## src/rtl/tfaw_window_tracker.sv

```systemverilog
// Per-rank four-activate window tracker: each rank keeps the last four ACT
// ages and blocks a fifth ACT until the oldest one has aged out of tFAW.
module tfaw_window_tracker #(
    parameter int                      CMD_TYPE_WIDTH        = 3,
    parameter logic [CMD_TYPE_WIDTH-1:0] ACT_BITS            = 3'b010,
    parameter int                      NUM_RANKS             = 2,
    parameter int                      RANK_WIDTH            = 1,
    parameter int                      TIME_CONSTRAINT_WIDTH = 8,
    parameter int                      tFAW                  = 36
) (
    input  logic                                       clk,
    input  logic                                       rst,
    input  logic                                       cmd_valid,
    input  logic [CMD_TYPE_WIDTH-1:0]                  sel_cmd,
    input  logic [RANK_WIDTH-1:0]                      sel_rank,
    output logic [NUM_RANKS-1:0]                       act_allowed,
    output logic [NUM_RANKS*TIME_CONSTRAINT_WIDTH-1:0] faw_wait,
    output logic [NUM_RANKS*3-1:0]                     win_count,
    output logic                                       tfaw_violation
);

    localparam int TW = TIME_CONSTRAINT_WIDTH;
    localparam logic [TW-1:0] TFAW_LOAD = TW'(tFAW);

    logic [TW-1:0]        cnt_q [NUM_RANKS][4];
    logic [TW-1:0]        cnt_d [NUM_RANKS][4];
    logic [3:0]           vld_q [NUM_RANKS];
    logic [3:0]           vld_d [NUM_RANKS];
    logic                 viol_q;
    logic                 viol_d;
    logic [NUM_RANKS-1:0] act_hit;

    always_comb begin
        act_hit = '0;
        for (int r = 0; r < NUM_RANKS; r++) begin
            act_hit[r] = cmd_valid && (sel_cmd == ACT_BITS) &&
                         (32'(sel_rank) == r);
        end
    end

    // Shift uses pre-decrement values, so an entry may expire on the same
    // edge a new one enters.
    always_comb begin
        logic [TW-1:0] sh_cnt [4];
        logic [3:0]    sh_vld;
        viol_d = viol_q;
        for (int r = 0; r < NUM_RANKS; r++) begin
            for (int e = 0; e < 4; e++) begin
                sh_cnt[e] = cnt_q[r][e];
            end
            sh_vld = vld_q[r];
            if (act_hit[r]) begin
                if (vld_q[r][3]) begin
                    viol_d = 1'b1;
                end
                for (int e = 3; e > 0; e--) begin
                    sh_cnt[e] = cnt_q[r][e-1];
                end
                sh_cnt[0] = TFAW_LOAD;
                sh_vld    = {vld_q[r][2:0], 1'b1};
            end
            for (int e = 0; e < 4; e++) begin
                cnt_d[r][e] = (sh_cnt[e] == '0) ? '0 : sh_cnt[e] - TW'(1);
                vld_d[r][e] = sh_vld[e] && (cnt_d[r][e] != '0);
            end
        end
    end

    always_ff @(posedge clk or posedge rst) begin
        if (rst) begin
            viol_q <= 1'b0;
            for (int r = 0; r < NUM_RANKS; r++) begin
                vld_q[r] <= '0;
                for (int e = 0; e < 4; e++) begin
                    cnt_q[r][e] <= '0;
                end
            end
        end else begin
            viol_q <= viol_d;
            for (int r = 0; r < NUM_RANKS; r++) begin
                vld_q[r] <= vld_d[r];
                for (int e = 0; e < 4; e++) begin
                    cnt_q[r][e] <= cnt_d[r][e];
                end
            end
        end
    end

    always_comb begin
        act_allowed = '0;
        faw_wait    = '0;
        win_count   = '0;
        for (int r = 0; r < NUM_RANKS; r++) begin
            act_allowed[r] = ~vld_q[r][3];
            faw_wait[r*TW +: TW] = vld_q[r][3] ? cnt_q[r][3] : '0;
            win_count[r*3 +: 3] = {2'b00, vld_q[r][0]} + {2'b00, vld_q[r][1]} +
                                  {2'b00, vld_q[r][2]} + {2'b00, vld_q[r][3]};
        end
    end

    assign tfaw_violation = viol_q;

endmodule

```

## config.mk

```make
export PLATFORM = sky130hd
export DESIGN_NAME = tfaw_window_tracker
export DESIGN_NICKNAME = d
export VERILOG_FILES = /design/src/rtl/tfaw_window_tracker.sv
export SDC_FILE = /design/constraint.sdc
export NUM_CORES = 1
export LEC_CHECK = 0
export CORE_ASPECT_RATIO = 0.7
export CORE_UTILIZATION = 48
export CTS_CLUSTER_DIAMETER = 150
export CTS_CLUSTER_SIZE = 16
export DETAILED_ROUTE_END_ITERATION = 8
export PLACE_DENSITY_LB_ADDON = 0.08
export SLEW_MARGIN = 40
export SYNTH_ARGS = -nofsm -noshare
export SYNTH_HDL_FRONTEND = slang
export SYNTH_SLANG_ARGS = --single-unit
```

## constraint.sdc

```tcl
create_clock -name clk -period 5.54 [get_ports clk]
set_clock_uncertainty 0.05 [all_clocks]
set_input_delay 1.108 -clock clk [delete_from_list [all_inputs] [get_ports clk]]
set_output_delay 1.108 -clock clk [all_outputs]
set_load 0.005 [all_outputs]
```

==> flow_summary.json <==
{
  "io_pins": 32,
  "vias_per_cell": 6.034,
  "tightest_slew_ns": 0.7063,
  "met2_usage": 0.3966,
  "cts_buffers": 9,
  "cp.buffers_inverters": 2,
  "fin_crit_ns": 4.621,
  "max_stage_delay_ns": 0.74,
  "drv_slew": 0,
  "drtIter0Drc": 406,
  "grt_max_degree": 41,
  "synth-seq-cells": 73,
  "cp.required_ns": 5.72,
  "clk_latency_ns": 0.33,
  "cts_resized": 0,
  "max_freq_ghz": 0.2164,
  "grt_busiest_layer": "met2",
  "power_density_nw_per_um2": 626.3,
  "critical-path-top-delay-family": "simple AND/OR/NAND/NOR gates",
  "max_slew_margin": 0.5264,
  "num_antenna_cells": 0,
  "synth_nets": 605,
  "min_period_over_period": 0.8342,
  "portBuffers": 31,
  "grt_pass1_wl_um": 22390,
  "async_flop_share": 1.000,
  "area_growth_pct": 16.28,
  "use_met1": 0.3810,
  "synth-edff-count": 0,
  "seq_area_frac_synth": 0.3595,
  "synthCells": 576,
  "vias": 4417,
  "nets": 624,
  "layout-drive-gt1-share": 0.08500,
  "reg2reg_slack_ns": 2.79,
  "utilization": 0.5726,
  "globalplace.congestion": 0.8741,
  "grt_setup_unrepaired": "no",
  "p_leak_nw": 2.356,
  "crit_top_cell": "mux2i_1",
  "setup_tns_ns": 0,
  "cts_max_level": 3,
  "die_area_um2": 11010,
  "slowest_stage": "nor2_4",
  "cts_tree": "yes",
  "cts_setup_buffers": 0,
  "cap_violations": 0,
  "clock-sinks": 73,
  "coreArea_um2": 10320,
  "final_cells": 732,
  "cp-start-kind": "input pin",
  "grtUsageMet3": 0.05192,
  "hold_class": "register to register",
  "dp_slack_ns": 0.6368,
  "violations": "design-rule violations",
  "finalSetupViolCount": 0,
  "initial_core_util": 0.4925,
  "finalHoldViolCount": 0,
  "dieWidth_um": 125.0,
  "end_kind": "register",
  "placedCellCount": 716,
  "synthFlopType": "dfrtp_1",
  "grt-ovfl-total": 0,
  "grt_util_all_layers": 0.2600,
  "ys_types": 62,
  "rows": 31,
  "synth_warnings": 0,
  "post-dp-hpwl_um": 9707,
  "crit_arrival_ns": 4.80,
  "critical_path_class": "input pin to register",
  "grt_pass1_vias": 4192,
  "antenna_found_initial": 0,
  "wl_per_cell_um": 18.49,
  "drt_wl_total_um": 13530,
  "worstPathMaxFanout": 23,
  "nFillCells": 930,
  "path_clk_slew_ns": 0.06,
  "clockBufferDepth": 2,
  "crit_chain": "clkdlybuf4s50_1 -> nand4bb_1 -> nor2_4 -> buf_4 -> mux2i_1 -> ha_1 -> nor3b_1 -> xnor2_1 -> mux2i_1 -> a21oi_1 -> a41oi_1 -> a2bb2oi_1",
  "fp.dieH_um": 88.08,
  "synth.avg_cell_area_um2": 8.821,
  "dr.pass1.iters": 7,
  "drc_errors": 6,
  "cts_root_buf": "clkbuf_16",
  "peakVddDrop_v": 0.0002583,
  "synth_area_um2": 5081,
  "worst_slack_ns": 0.9185,
  "hold_buffers": 0,
  "status": "finished with violations",
  "power.total_w": 0.003700,
  "detail-route-antenna-nets": 0
}
-- area by class of cell --
cell class	count	area, um^2	area share
clock buffers	11	252.7	0.04278
flip-flops and latches	73	1827	0.3092
clock inverters	5	125.1	0.02118
multi-input cells	453	3095	0.5239
well taps	132	165.2	0.02795
inverters	19	72.57	0.01228
repair buffers	39	370.4	0.06269
-- kinds of logic after synthesis --
logic type | share of synthesized area
flip-flops | 0.3595
XOR/XNOR | 0.07240
adder cells (fa/ha/maj) | 0.05713
multiplexers | 0.08865
AO/OA/AOI/OAI | 0.1389
AND/OR/NAND/NOR | 0.2460
buffers and inverters | 0.03743
-- synth_stat cells, types with 3 or more instances --
cell type,count,area [um^2]
o21a_1,4,30.03
a211oi_1,7,52.55
nor3b_1,16,120.1
o21ai_0,30,150.1
mux2_2,8,90.09
nor2b_1,7,43.79
mux2i_1,36,360.4
and3_1,6,37.54
nor3_1,25,125.1
buf_1,4,15.01
nand3_1,17,85.08
nor2_1,60,225.2
a211o_1,3,26.28
o41a_1,3,33.78
dfrtp_1,73,1827
or4_1,6,45.04
a31oi_1,3,18.77
xnor2_1,27,236.5
a21oi_1,24,120.1
or3_1,3,18.77
xor2_1,15,131.4
nand2_1,50,187.7
a32oi_1,3,26.28
inv_1,19,71.32
nor4_1,10,62.56
and2_1,23,143.9
clkbuf_1,25,93.84
ha_1,20,250.2
-- flip-flops by register name, summed over array words and instances (netlist names) --
| register | flops |
|---|---|
| cnt_q | 64 |
| vld_q | 8 |
| tfaw_violation | 1 |
-- cell usage in the layout, fill, tap and decap left out, drive strengths merged, types with 23 or more instances in the layout --
cell type / Yosys / final
dfrtp: 73 / 73
nor2: 60 / 60
nand2: 50 / 50
mux2i: 36 / 36
clkdlybuf4s50: 0 / 31
o21ai: 30 / 30
xnor2: 27 / 27
nor3: 25 / 25
a21oi: 24 / 24
and2: 23 / 23
-- worst paths after layout --
| kind | start | to | cells after the start |
|---|---|---|---|
| worst max register to register | cnt_q[12] | vld_q[2] | 6 |
| worst min register to register | tfaw_violation | tfaw_violation | 2 |
| worst max-delay path | sel_cmd[2] | vld_q[7] | 12 |
| max in group asynchronous | rst | cnt_q[45] | 3 |
| worst min-delay path | tfaw_violation | tfaw_violation | 2 |
| min in group asynchronous | rst | cnt_q[39] | 2 |
-- metrics by stage --
step / instance area, um^2 / hold WS [ns]
final: 5908 / 0.4777
after global routing: 5908 / 0.5086
after CTS: 5896 / 0.4856
after detailed placement: 5518 / 0.4715
after global placement: 5513 / 0.4630
after floorplan: 5081 / 0.4106
-- routing by layer --
layer	wire length, um	part of all wire
met1	6745	0.50
met5	0	0
met3	853	0.063
met2	5820	0.43
met4	112	0.0083
-- power breakdown --
group | internal [W] | switching [W]
clock | 0.000510 | 0.000230
sequential | 0.000808 | 0.000427
combinational | 0.000847 | 0.000879
-- worst reg2reg max path, cell delays in order (launching register included) --
cell,delay (ns)
dfrtp_1,0.44
or4_4,0.58
a2111o_1,0.45
a21boi_4,0.28
o2111ai_1,0.15
or4b_1,0.52
o21a_1,0.18
Note: power is estimated with default switching activity, not from simulation.
